==> src/rtl/btn_debounce_scheduler.sv <==
// -----------------------------------------------------------------------------
// btn_debounce_scheduler
//
// Debounces N_BTN synchronized alarm-clock buttons using one shared stability
// timer. A round-robin scanner locks onto the first button whose raw level
// differs from its committed level. The change must then stay stable for
// DEBOUNCE_MS millisecond ticks. After that it is committed to btn_stable and
// reported as one press/release event.
//
// Optional feature macro: BTN_RELEASE_EVENTS_EN
//   defined   : press and release commits both produce an event.
//   undefined : only press commits produce an event. Release commits update
//               btn_stable silently, and evt_press is tied to 1.
//
// Ports:
//   clk         in   system clock, all logic on posedge
//   rst_n       in   synchronous reset, active-low
//   btn_raw     in   [N_BTN] synchronized raw levels, 1 = pressed
//   evt_valid   out  event pending
//   evt_ready   in   consumer accepts event
//   evt_id      out  [IDW] button index of the pending event
//   evt_press   out  1 = press, 0 = release
//   btn_stable  out  [N_BTN] committed debounced levels
//   busy        out  high while qualifying or emitting
//   bounce_cnt  out  [8] aborted qualifications, saturates at 255
//   state_dbg   out  [2] current FSM state (0 SCAN, 1 QUALIFY, 2 EMIT)
//
// Handshake: an event transfers on a clock edge where evt_valid && evt_ready.
// evt_valid stays high and evt_id/evt_press stay stable until that edge.
// evt_ready is ignored while evt_valid is low.
// -----------------------------------------------------------------------------
module btn_debounce_scheduler #(
    parameter int N_BTN       = 4,
    parameter int IDW         = 2,
    parameter int TICK_DIV    = 1000,
    parameter int DEBOUNCE_MS = 20
) (
    input  logic             clk,
    input  logic             rst_n,
    input  logic [N_BTN-1:0] btn_raw,
    output logic             evt_valid,
    input  logic             evt_ready,
    output logic [IDW-1:0]   evt_id,
    output logic             evt_press,
    output logic [N_BTN-1:0] btn_stable,
    output logic             busy,
    output logic [7:0]       bounce_cnt,
    output logic [1:0]       state_dbg
);

    localparam int PW = (TICK_DIV > 1) ? $clog2(TICK_DIV) : 1;
    localparam int MW = $clog2(DEBOUNCE_MS + 1);

    typedef enum logic [1:0] {
        S_SCAN    = 2'd0,
        S_QUALIFY = 2'd1,
        S_EMIT    = 2'd2
    } state_t;

    state_t           state_q, state_d;
    logic [PW-1:0]    presc_q, presc_d;
    logic [MW-1:0]    ms_cnt_q, ms_cnt_d;
    logic [IDW-1:0]   ptr_q, ptr_d;
    logic [IDW-1:0]   id_q, id_d;
    logic             target_q, target_d;
    logic [N_BTN-1:0] stable_q, stable_d;
    logic [7:0]       bounce_q, bounce_d;
    logic             evt_valid_q, evt_valid_d;
    logic [IDW-1:0]   evt_id_q, evt_id_d;
`ifdef BTN_RELEASE_EVENTS_EN
    logic             evt_press_q, evt_press_d;
`endif

    logic             tick;
    logic             emit_on_commit;

    // The prescaler runs freely. It is not realigned when a qualification
    // starts, so the first counted tick can come anywhere within the first ms.
    assign tick = (presc_q == PW'(TICK_DIV - 1));

`ifdef BTN_RELEASE_EVENTS_EN
    assign emit_on_commit = 1'b1;
`else
    assign emit_on_commit = target_q;
`endif

    function automatic logic [IDW-1:0] next_idx(input logic [IDW-1:0] idx);
        return (idx == IDW'(N_BTN - 1)) ? '0 : idx + 1'b1;
    endfunction

    always_comb begin
        state_d     = state_q;
        presc_d     = tick ? '0 : presc_q + 1'b1;
        ms_cnt_d    = ms_cnt_q;
        ptr_d       = ptr_q;
        id_d        = id_q;
        target_d    = target_q;
        stable_d    = stable_q;
        bounce_d    = bounce_q;
        evt_valid_d = evt_valid_q;
        evt_id_d    = evt_id_q;
`ifdef BTN_RELEASE_EVENTS_EN
        evt_press_d = evt_press_q;
`endif

        case (state_q)
            S_SCAN: begin
                if (btn_raw[ptr_q] != stable_q[ptr_q]) begin
                    id_d     = ptr_q;
                    target_d = btn_raw[ptr_q];
                    ms_cnt_d = '0;
                    state_d  = S_QUALIFY;
                end else begin
                    ptr_d = next_idx(ptr_q);
                end
            end

            S_QUALIFY: begin
                // Mismatch wins over a coincident tick: the change was not
                // stable for the whole window.
                if (btn_raw[id_q] != target_q) begin
                    bounce_d = (bounce_q == 8'hFF) ? bounce_q : bounce_q + 8'd1;
                    ptr_d    = next_idx(id_q);
                    state_d  = S_SCAN;
                end else if (tick) begin
                    if (ms_cnt_q == MW'(DEBOUNCE_MS - 1)) begin
                        stable_d[id_q] = target_q;
                        if (emit_on_commit) begin
                            state_d = S_EMIT;
                        end else begin
                            ptr_d   = next_idx(id_q);
                            state_d = S_SCAN;
                        end
                    end else begin
                        ms_cnt_d = ms_cnt_q + 1'b1;
                    end
                end
            end

            S_EMIT: begin
                // The first EMIT cycle raises evt_valid. This puts the
                // btn_stable update one cycle ahead of the event.
                if (!evt_valid_q) begin
                    evt_valid_d = 1'b1;
                    evt_id_d    = id_q;
`ifdef BTN_RELEASE_EVENTS_EN
                    evt_press_d = target_q;
`endif
                end else if (evt_ready) begin
                    evt_valid_d = 1'b0;
                    ptr_d       = next_idx(id_q);
                    state_d     = S_SCAN;
                end
            end

            default: begin
                state_d = S_SCAN;
            end
        endcase
    end

    always_ff @(posedge clk) begin
        if (!rst_n) begin
            state_q     <= S_SCAN;
            presc_q     <= '0;
            ms_cnt_q    <= '0;
            ptr_q       <= '0;
            id_q        <= '0;
            target_q    <= 1'b0;
            stable_q    <= '0;
            bounce_q    <= '0;
            evt_valid_q <= 1'b0;
            evt_id_q    <= '0;
`ifdef BTN_RELEASE_EVENTS_EN
            evt_press_q <= 1'b0;
`endif
        end else begin
            state_q     <= state_d;
            presc_q     <= presc_d;
            ms_cnt_q    <= ms_cnt_d;
            ptr_q       <= ptr_d;
            id_q        <= id_d;
            target_q    <= target_d;
            stable_q    <= stable_d;
            bounce_q    <= bounce_d;
            evt_valid_q <= evt_valid_d;
            evt_id_q    <= evt_id_d;
`ifdef BTN_RELEASE_EVENTS_EN
            evt_press_q <= evt_press_d;
`endif
        end
    end

    assign evt_valid  = evt_valid_q;
    assign evt_id     = evt_id_q;
`ifdef BTN_RELEASE_EVENTS_EN
    assign evt_press  = evt_press_q;
`else
    assign evt_press  = 1'b1;
`endif
    assign btn_stable = stable_q;
    assign bounce_cnt = bounce_q;
    assign busy       = (state_q != S_SCAN);
    assign state_dbg  = state_q;

endmodule

==> config.mk <==
export PLATFORM = sky130hd
export DESIGN_NAME = btn_debounce_scheduler
export DESIGN_NICKNAME = d
export VERILOG_FILES = /design/src/rtl/btn_debounce_scheduler.sv
export SDC_FILE = /design/constraint.sdc
export NUM_CORES = 1
export LEC_CHECK = 0
export ABC_AREA = 1
export BUFFER_PORTS_ARGS = -buffer_cell sky130_fd_sc_hd__buf_2
export CELL_PAD_IN_SITES_DETAIL_PLACEMENT = 1
export CELL_PAD_IN_SITES_GLOBAL_PLACEMENT = 1
export CORE_UTILIZATION = 45
export CTS_CLUSTER_SIZE = 25
export DETAILED_ROUTE_END_ITERATION = 16
export PLACE_DENSITY = 0.9
export SLEW_MARGIN = 10
export SYNTH_ARGS = -nofsm -noshare
export SYNTH_HDL_FRONTEND = slang
export SYNTH_SLANG_ARGS = --single-unit
==> constraint.sdc <==
create_clock -name clk -period 5.2 [get_ports clk]
set_input_delay 0.78 -clock clk [delete_from_list [all_inputs] [get_ports clk]]
set_output_delay 0.78 -clock clk [all_outputs]
set_load 0.02 [all_outputs]
# After elaboration in Yosys (flattened, before gate mapping)
# Cells that the tools add are included.
dict set report classes {
  mux 34
  n_lt_le_gt_ge 3
  n_eq_ne 19
  addsub 5
  bitwise_logic 4
  reduce_logical 13
}
# operator count
set op_table {}
lappend op_table {{2-bit two-way mux} 16}
lappend op_table {{5-bit two-way mux} 4}
lappend op_table {{2-bit inequality test, second input constant} 7}
lappend op_table {{2-bit one-hot mux with 3 select lines} 2}
lappend op_table {{10-bit by 1-bit adder with 10-bit output, second input constant} 1}
lappend op_table {{10-bit equality test, second input constant} 1}
lappend op_table {{5-bit one-hot mux with 2 select lines} 1}
lappend op_table {{5-bit AND reduction} 2}
lappend op_table {{3-bit inequality test, second input constant} 3}
lappend op_table {{8-bit by 1-bit adder with 8-bit output, second input constant} 1}
lappend op_table {{8-bit equality test, second input constant} 1}
lappend op_table {{7-bit AND reduction} 1}
lappend op_table {{1-bit binary-select mux with 2-bit select} 3}
lappend op_table {{2-bit equality test, second input constant} 3}
lappend op_table {{2-bit by 3-bit less-than comparator with 1-bit output, second input constant} 2}
lappend op_table {{1-bit two-way mux} 6}
lappend op_table {{5-bit by 1-bit adder with 5-bit output, second input constant} 1}
lappend op_table {{5-bit equality test, second input constant} 1}
lappend op_table {{2-bit by 1-bit adder with 2-bit output, second input constant} 2}
lappend op_table {{4-bit bitwise mux} 1}
lappend op_table {{1-bit inverter} 4}
lappend op_table {{2-bit AND reduction} 2}
lappend op_table {{4-bit AND reduction} 1}
lappend op_table {{2-bit nonzero test} 2}
lappend op_table {{other kinds (9)} 10}
dict set report totals {
  word_cells 88
  input_bits 7
  output_inout_bits 19
  register_bits 37
}

# Logic depth before layout (Yosys ltp)
# Gate-level depths: netlist of run 1.
dict set report logic_depth {
  depth_word 7
  depth_mapped 13
  mapped_depth_nobuf 12
}

# Worst setup path before layout of run 1
# Ideal clock, no wire load.
dict set report synth_path {
  path_type {input -> register}
  start {input btn_raw[1]}
  end {register ms_cnt_q[1]}
  cell_stages 9
  arrival_ns 1.984
  n_path_buf 0
  path_slack_ns 3.088
  cell_sequence {o21ai_0 o22ai_1 ha_1 nor2_4 nand2_1 o21ai_4 nand3_1 nand2_1 nor2_1}
}
dict set report synth_via {
  elab_chain_len 5
  word_cells_on_any_way 9
  classes_between {eq/ne (4); mux (4); reduce/logical (1)}
}
# item line_no
set synth_rtl {}
lappend synth_rtl {{from (decl)} 40} ;# input logic [N_BTN-1:0] btn_raw,
lappend synth_rtl {{1-bit binary-select mux with 2-bit select (on tied branches)} {121, 108}}
lappend synth_rtl {{1-bit two-way mux (on tied branches)} {121, 108}}
lappend synth_rtl {{1-bit inequality test (on tied branches)} {121, 108}}
lappend synth_rtl {{2-bit inequality test (no line)} -}
lappend synth_rtl {{5-bit AND reduction (no line) (*)} -}
lappend synth_rtl {{to (signal assigned)} 180} ;# ms_cnt_q <= ms_cnt_d;
lappend synth_rtl {{to (decl)} 62} ;# logic [MW-1:0] ms_cnt_q, ms_cnt_d;
# Every way passes the cells marked *; elsewhere a longest branch is shown, timed or not. The select of a mux whose other input is x is not followed.
# A chain may end at the register's enable or synchronous reset.

# Worst setup path after layout of run 1
dict set report layout_path {
  start {register state_q[0] (netlist: state_dbg[0])}
  end {output busy}
}
dict set report layout_via {
  elab_chain_len 1
}
# item line_no
set layout_rtl {}
lappend layout_rtl {{from (decl)} 60} ;# state_t state_q, state_d;
lappend layout_rtl {{from (signal assigned)} 178} ;# state_q <= state_d;
lappend layout_rtl {{2-bit nonzero test} 203} ;# assign busy = (state_q != S_SCAN);
lappend layout_rtl {{to (decl)} 46} ;# output logic busy,
# Every way passes these cells.

==> out/metrics.csv, run 1 <==
metric,value,unit
syn-num-nets,312,
grt_start_max_net_pins,20,
worst_hold_path_cell_count,1,
synth.avg_cell_area,7.19,µm²
critical_path.max_fanout,5,
areaGrowthSynthToFinish,12.3,%
switching_share,43.2,%
max_clock_freq,0.449,GHz
path_delay_family,flip-flops,
detailed_place_hpwl,4.03,mm
cts.reportedPaths.clkPinSlew,0.08,ns
power_frac_seq,34.4,%
hold_viol_final,0,
clock_skew,0.00775,ns
final_util,53.5,%
grt_pass1_vias,1929,
worst_path_max_delay_cell,dfxtp_1,
yosysSeqAreaShare,35.3,%
cp_cell_sequence,inv_1 -> ha_1 -> inv_1 -> buf_2,
reg2reg_from,id_q[0],
synth-simple-area-share,33.9,%
reg2reg_setup_slack,3.11,ns
remaining_antenna_violation_count_after_routing,0,
first_pass_grt_wire_length,9.23,mm
outcome,completed,
clock_power_share,22.9,%
worst_hold_path.endpoint,presc_q[0],
drt-vias-per-instance,5.41,
worst-setup-path-type,reg -> out,
slowest_delay,0.44,ns
drv.max_cap_violation_count,0,
clock_sinks,37,
synth_area_leader_cell,dfxtp_1,
post_cts_resized,0,
yosysTopAreaCellShare,35.3,%
grt_setup_unrepaired,false,
insertion_delay,0.30,ns
clk_root_buf,clkbuf_8,
power_density,461,nW/µm²
track_usage,23.8,%
regToRegEndpoint,ms_cnt_q[1],
critical_path.startpoint_type,flip-flop,
power.leakage,0.00108,µW
cts.hold.buffers_added,0,
first_pass_iters,4,
vias,2000,
end_kind,output pin,
portion_of_netlist_area_occupied_by_mux_cells,0.536,%
num_antenna_cells,0,
port-buffer-count,24,
total_negative_setup_slacks,0,ns
min_path_type,reg -> reg,
synthesized_instance_count,292,
die_height,70.3,µm
netlist_top_cells_area,"dfxtp_1, nand2_1, ha_1, a21oi_1, nand3_1",
timing.critical_path.required,4.42,ns
initial_core_util,47.6,%
wp_buf_inv,3,
htree_num_levels,2,
layout.nets,338,
final.fill_count,584,
grt_overflow_total,0,
switching_power,469,µW
gp_congestion,0.797,
die-width,70.3,µm
ctsLongestPathBuffers,2,
numCtsBuffers,5,
tritoncts,yes,
cts_setup_buffers,0,
dpl_worst_slack,2.79,ns
report.final.setup_viol,0,
power.combinational.fraction,42.7,%
r2r_cells,11,
row_count,24,
grt_antenna_before_repair,0,
combinational_family_with_the_most_area_after_synthesis,simple AND/OR/NAND/NOR gates,
synth_fa_ha_area_share,7.74,%
syn_area,2100,µm²
total_length_of_routed_wires,5.57,mm
drc,0,
ir_worst_vdd,0.268,mV
finalPower,1090,µW
synth-compound-area-share,11.5,%
boundaryPins,26,
internal_power,617,µW
parity_gate_share_of_the_synthesized_area_counting_xor_and_xnor_cells,3.75,%
ys_types,35,
fin_crit_sh,42.8,%
wire_per_inst,15.1,µm
first_iter_violations,95,
yosysWarnings,0,
critPathMostFrequentCell,inv_1,
die_area,4950,µm²
worst_slack,2.97,ns
timing_max_transition_violations_final,0,
postSynthRegisterBits,37,
period_needed,2.23,ns
hold_path.startpoint,presc_q[0],
final_layout_size_suffix_gt1_share,17.0,%
timing.critical_path.arrival,1.45,ns
fp.coreArea,4410,µm²
## worst max path at each step
stage	from	cells past startpoint	endpoint	slack (ns)
after floorplan	btn_raw[1]	9	ms_cnt_q[1]	3.09
after global placement	btn_raw[1]	10	ms_cnt_q[1]	2.86
after detailed placement	btn_raw[1]	10	bounce_cnt[6]	2.79
after CTS	state_dbg[0]	4	busy	2.95
after global routing	id_q[0]	10	bounce_cnt[6]	2.88
final	state_dbg[0]	4	busy	2.97
## cells in the final DEF, fill, tap and decap left out
cell type | netlist | routed
xor2_1 | 5 | 5
nor3_1 | 2 | 2
nand2_1 | 67 | 67
inv_2 | 1 | 1
nor3_4 | 1 | 1
a211oi_1 | 1 | 1
nand3_1 | 25 | 25
nor3b_1 | 1 | 1
bufinv_16 | 0 | 1
inv_4 | 1 | 1
dfxtp_1 | 37 | 37
mux2_2 | 1 | 1
nand2_4 | 2 | 2
nand3_2 | 3 | 3
conb_1 | 1 | 1
buf_2 | 0 | 24
inv_1 | 29 | 29
nor2_2 | 3 | 3
o21ai_4 | 1 | 1
nor3_2 | 1 | 1
o21bai_1 | 1 | 1
o22ai_1 | 1 | 1
a21oi_1 | 25 | 25
o32ai_1 | 1 | 1
o21ai_0 | 14 | 14
ha_1 | 13 | 13
clkinv_2 | 0 | 1
xnor2_1 | 4 | 4
nor2_4 | 2 | 2
or2_0 | 1 | 1
nor2_1 | 33 | 33
clkbuf_8 | 0 | 5
nand4_2 | 1 | 1
nand2_2 | 6 | 6
nand4_1 | 3 | 3
## worst reg2reg max path, stage by stage (launching register included)
cell and delay, ns:
dfxtp_1 0.40, inv_1 0.15, o21ai_0 0.19, o22ai_1 0.11
ha_1 0.34, nor2_4 0.16, nand2_1 0.11, o21ai_4 0.28
nand2_4 0.11, nand2_1 0.07, nand2_1 0.05, nor2_1 0.07
## power by group through the flow
| stage | Combinational [µW] | Sequential, µW | Clock, µW |
|---|---|---|---|
| 6_report | 464 | 374 | 248 |
| 4_1_cts | 467 | 374 | 255 |
| 2_1_floorplan | 346 | 378 | 0 |
| 5_1_grt | 521 | 380 | 264 |
| 3_3_place_gp | 441 | 378 | 0 |
| 3_5_place_dp | 457 | 379 | 0 |
## metrics by stage
step | cells | hold slack (ns) | instance area, µm²
after floorplan | 292 | 0.418 | 2100
after global placement | 363 | 0.428 | 2260
after detailed placement | 363 | 0.436 | 2260
after CTS | 370 | 0.453 | 2360
after global routing | 370 | 0.484 | 2360
final | 370 | 0.450 | 2360
## state kept, by name, summed over array words and instances, names as in the netlist
| name | count |
|---|---|
| bounce_cnt | 8 |
| evt_id | 2 |
| id_q | 2 |
| presc_q | 10 |
| emit_on_commit | 1 |
| evt_valid | 1 |
| state_dbg | 2 |
| ptr_q | 2 |
| ms_cnt_q | 5 |
| btn_stable | 4 |
## logic make-up after synthesis
| group | Yosys count |
|---|---|
| buffers and inverters | 36 |
| xor gates and xnor gates | 9 |
| DFF | 37 |
| and+or+nand+nor | 151 |
| AOI/OAI and AO/OA | 44 |
| adders and majority gates | 13 |
| other | 1 |
| muxes | 1 |
## routing by layer
| metal | global-route usage, % | routed length, µm |
|---|---|---|
| met2 | 39.8 | 2750 |
| met5 | 0 | 0 |
| met1 | 30.0 | 2560 |
| met4 | 9.11 | 99 |
| met3 | 4.76 | 160 |
## cell usage after synthesis
cell and instances:
inv_2 1, nor3_1 2, xnor2_1 4, nor3b_1 1, conb_1 1, buf_1 1, o21ai_4 1, nor3_2 1
nand3_1 25, dfxtp_1 37, nand2_1 67, nor2_1 33, o21bai_1 1, o32ai_1 1, nand4_1 3, o21ai_0 14
inv_4 1, or2_0 1, clkbuf_1 2, xor2_1 5, buf_4 1, a211oi_1 1, nor3_4 1, nand2_2 6
o22ai_1 1, ha_1 13, nand4_2 1, nor2_2 3, a21oi_1 25, inv_1 29, mux2_2 1, nand2_4 2
nor2_4 2, nand3_2 3, buf_6 1
## area by class of cell
class                   instances  area [µm²]  share of cell area [%]
well taps                      52        65.1                    2.76
repair buffers                 24         120                    5.09
flip-flops and latches         37         741                    31.4
clock buffers                   5        68.8                    2.92
inverters                      31         119                    5.04
multi-input cells             219        1210                    51.3
clock inverters                 2        35.0                    1.48
No activity file was read; power rests on OpenSTA's default activity.
==> run 2, diff against run 1 <==
CORE_UTILIZATION = 37   (was 45)
PLACE_DENSITY = 0.8   (was 0.9)
clock period = 1.9 ns   (was 5.2 ns; I/O delays follow)
==> run 2 against run 1 <==
Compared with the run above:
- core utilization shrank 8.6 points
- critical path depth grew 6
- sequential share of layout area shrank 1.0 points
- largest power group unchanged
==> out/metrics.csv, run 2 (synthesized netlist as in run 1, its figures left out) <==
metric,value,unit
tritoncts,yes,
worst-setup-path-type,reg -> reg,
clk_root_buf,clkbuf_8,
final_layout_size_suffix_gt1_share,21.3,%
first_iter_violations,46,
report.final.setup_viol,0,
largest_register,presc_q,
clock_sinks,37,
max_clock_freq,0.552,GHz
dpl_worst_slack,-0.0715,ns
min_path_type,in -> reg,
largest_register_ffs,10,
areaGrowthSynthToFinish,16.8,%
timing.critical_path.arrival,1.98,ns
multi_input_area,1240,µm²
timing_max_transition_violations_final,0,
switching_power,1320,µW
cts.reportedPaths.clkPinSlew,0.08,ns
first_pass_grt_wire_length,9.21,mm
power_frac_seq,34.1,%
switching_share,43.3,%
internal_power,1730,µW
die_area,5980,µm²
total_length_of_routed_wires,5.38,mm
grt_overflow_total,0,
post-place-cells,388,
met3_usage,3.53,%
drv.max_cap_violation_count,0,
outcome,completed,
final-seq-area,746,µm²
htree_num_levels,2,
clock_power_share,19.0,%
fin_crit_sh,95.4,%
grt_pass1_vias,2020,
drc,0,
insertion_delay,0.29,ns
remaining_antenna_violation_count_after_routing,0,
total_negative_setup_slacks,0,ns
gp_congestion,0.768,
first_pass_iters,4,
critical_path.startpoint_type,flip-flop,
worst_slack,0.0872,ns
critical_path.max_fanout,7,
final-instance-count-excl-fill,396,
boundaryPins,26,
period_needed,1.81,ns
grt_antenna_before_repair,0,
fp.coreArea,5470,µm²
global_route.usage.met2,32.8,%
end_kind,flip-flop,
hold_viol_final,0,
ir_worst_vdd,0.649,mV
timing.critical_path.required,2.07,ns
port-buffer-count,24,
power.combinational.fraction,46.9,%
most_common_cell_after_layout_fill_and_taps_aside,nand2_1,
mostFrequentLayoutCells,"nand2_1, dfxtp_1, nor2_1",
layout.nets,344,
die_height,77.4,µm
grtUsageMet1,23.7,%
finalPower,3050,µW
worst_hold_slack,0.322,ns
grt_start_max_net_pins,12,
die-width,77.4,µm
row_count,27,
vias,1970,
drt-vias-per-instance,4.97,
ctsLongestPathBuffers,2,
num_antenna_cells,0,
numCtsBuffers,5,
wire_per_inst,13.6,µm
power_density,1240,nW/µm²
track_usage,19.3,%
power.leakage,0.00110,µW
final.fill_count,729,
detailed_place_hpwl,4.10,mm
grt_most_used_layer,met2,
clock_skew,0.00785,ns
initial_core_util,38.4,%
-- run 2: cell count changes in the layout (fill, tap and decap cells not counted), sizes merged --
cell / delta
clkbuf: +1
clkinv: -1
buf: +6
clkinvlp: +1
bufinv: -1
-- run 2: layer usage --
layer	routed length, µm	share of wire [%]
met2	2680	50
met5	0	0
met4	135	2.5
met3	125	2.3
met1	2440	45
-- run 2: final timing paths --
| check | cells past startpoint | slack (ns) | end | from |
|---|---|---|---|---|
| worst max-delay path | 10 | 0.09 | ms_cnt_q[2] | id_q[0] |
| worst max register to register | 10 | 0.09 | ms_cnt_q[2] | id_q[0] |
| worst min register to register | 1 | 0.46 | presc_q[0] | presc_q[0] |
| worst min-delay path | 3 | 0.32 | ptr_q[0] | rst_n |
-- run 2: repair_timing --
action                     CTS  global route
setup endpoints to repair    5            19
pin swaps                    3             5
gates resized for setup      3            10
hold buffers                 0             0
buffers inserted             0             1
-- run 2: through the flow --
stage | instance area (µm²) | util (%)
2_1_floorplan | 2100 | -
3_3_place_gp | 2320 | 42.4
3_5_place_dp | 2320 | 42.4
4_1_cts | 2410 | 44.1
5_1_grt | 2450 | 44.8
6_report | 2450 | 44.8
-- run 2: worst max-delay path, stage by stage (launching register included) --
cell and delay, ns:
dfxtp_4 0.36, inv_4 0.06, nor2_2 0.03, o22ai_2 0.25
ha_4 0.25, nor2_4 0.12, nand2_2 0.09, o21ai_4 0.27
nand2_4 0.11, nand2_1 0.08, a21oi_1 0.06
-- run 2: cell type report --
cell class	count	area share, %
clock inverter	1	0.306
inverter	31	4.95
timing repair buffer	30	6.73
tap	72	3.67
sequential	37	30.4
clock buffer	6	3.37
multi-input combinational	219	50.6
-- run 2: power by group through the flow --
| stage | clock, µW | combinational (µW) | sequential [µW] |
|---|---|---|---|
| floorplan | 0 | 946 | 1030 |
| global placement | 0 | 1290 | 1030 |
| detailed placement | 0 | 1320 | 1040 |
| CTS | 601 | 1330 | 1020 |
| global route | 625 | 1610 | 1060 |
| finish | 577 | 1430 | 1040 |
==> run 3, diff against run 2 <==
==> constraint.sdc (replaced) <==
create_clock -name clk -period 1.9 [get_ports clk]
set_input_delay 0.095 -clock clk [delete_from_list [all_inputs] [get_ports clk]]
set_output_delay 0.095 -clock clk [all_outputs]
set_load 0.02 [all_outputs]
==> run 3 against run 2 <==
Compared with the run above:
- largest cell class unchanged
- sequential power about the same
- design area about the same
- combinational power down 3%
- highest routed layer unchanged
- cell count down 0.25%
- hold slack worse by 0.21 ns
==> out/metrics.csv, run 3 (synthesized netlist as in run 1, its figures left out) <==
metric,value,unit
end_kind,flip-flop,
row_count,27,
grt_pass1_vias,2022,
period_needed,1.87,ns
fin_crit_sh,98.6,%
dpl_worst_slack,-0.0646,ns
areaGrowthSynthToFinish,16.7,%
met2_wirelength,2.76,mm
track_usage,20.0,%
timing.critical_path.required,2.08,ns
num_antenna_cells,0,
boundaryPins,26,
critical_path.startpoint_type,flip-flop,
power.leakage,0.00110,µW
clock_sinks,37,
numCtsBuffers,5,
power_density,1290,nW/µm²
largest_register_ffs,10,
grt_start_max_net_pins,20,
fp.coreArea,5470,µm²
vias,1978,
grt_antenna_before_repair,0,
ctsLongestPathBuffers,2,
grt_overflow_total,0,
cts_setup_buffers,0,
first_pass_iters,4,
first_iter_violations,60,
critical_path.max_fanout,7,
timing_max_transition_violations_final,0,
insertion_delay,0.30,ns
top_layer,met4,
largest_register,presc_q,
total_length_of_routed_wires,5.51,mm
slowest_delay,0.36,ns
drc,0,
hold_viol_final,0,
layout.nets,342,
detailed_place_hpwl,4.09,mm
drt-vias-per-instance,5.01,
ir_worst_vdd,0.506,mV
drv.max_cap_violation_count,0,
clock_skew,0.00554,ns
detail_route.wirelength.met1,2.54,mm
timing.critical_path.arrival,2.05,ns
die-width,77.4,µm
final_layout_size_suffix_gt1_share,21.4,%
cts.reportedPaths.clkPinSlew,0.09,ns
tritoncts,yes,
first_pass_grt_wire_length,9.47,mm
final-instance-count-excl-fill,395,
met3WireLength,129,µm
outcome,completed,
die_height,77.4,µm
report.final.setup_viol,0,
most_common_cell_after_layout_fill_and_taps_aside,nand2_1,
worst_slack,0.0273,ns
wire_per_inst,13.9,µm
max_clock_freq,0.534,GHz
port-buffer-count,24,
grt_setup_unrepaired,true,
htree_num_levels,2,
cp_cell_sequence,inv_2 -> o21ai_1 -> o22ai_1 -> ha_1 -> nor2_4 -> nand2_2 -> o21ai_4 -> nand2_4 -> nand2_1 -> a21oi_1,
cts.hold.buffers_added,0,
post-place-cells,387,
mostFrequentLayoutCells,"nand2_1, dfxtp_1, nor2_1",
remaining_antenna_violation_count_after_routing,0,
die_area,5980,µm²
total_negative_setup_slacks,0,ns
clk_root_buf,clkbuf_8,
worst-setup-path-type,reg -> reg,
initial_core_util,38.4,%
gp_congestion,0.781,
min_path_type,in -> reg,
worst_path_max_delay_cell,dfxtp_2,
run 3: power by group:
part / total (µW) / leakage (µW) / switching (µW) / internal [µW]
combinational: 1380 / 0.000745 / 886 / 490
sequential: 1020 / 0.000302 / 131 / 888
clock: 763 / 0.0000574 / 335 / 428
total: 3160 / 0.00110 / 1350 / 1810
run 3: path summary, 6_finish.rpt:
check                endpoint  cells after the start  slack, ns       start
setup reg to reg  ms_cnt_q[2]                     10       0.03     id_q[0]
setup / recovery  ms_cnt_q[2]                     10       0.03     id_q[0]
hold / removal      evt_valid                      4       0.11   evt_ready
hold reg to reg    presc_q[0]                      1       0.46  presc_q[0]
run 3: worst max-delay path, delay by kind of cell (launching register included):
kind / cells / cell delay [ns]
AO/OA/AOI/OAI: 4 / 0.55
adder cells (fa/ha/maj): 1 / 0.35
buffers and inverters: 1 / 0.05
flip-flops: 1 / 0.36
AND/OR/NAND/NOR: 4 / 0.42
run 3: cell type report:
type	count	area, µm²
clock inverter	2	37.5
tap	72	90.1
sequential	37	743
clock buffer	6	82.6
inverter	31	119
multi-input combinational	219	1230
timing repair buffer	28	150
fill	721	3020
run 3: metal layers:
metal / GRT usage, % / vias to the layer above
li1: - / 998
met1: 24.0 / 954
met5: 0 / -
met4: 6.23 / 0
met3: 3.88 / 6
met2: 35.8 / 20
run 3: what timing repair did:
action | in CTS | in global routing
resized for setup | 2 | 10
pin swaps | 1 | 5
setup endpoints to repair | 6 | 12
run 3: through the flow:
step | power (µW) | area, µm² | hold WS, ns | util (%)
final | 3160 | 2450 | 0.111 | 44.8
after global placement | 2310 | 2310 | 0.432 | 42.2
after CTS | 3130 | 2430 | 0.116 | 44.5
after global routing | 3390 | 2450 | 0.130 | 44.8
after floorplan | 1980 | 2100 | 0.307 | -
after detailed placement | 2370 | 2310 | 0.439 | 42.2
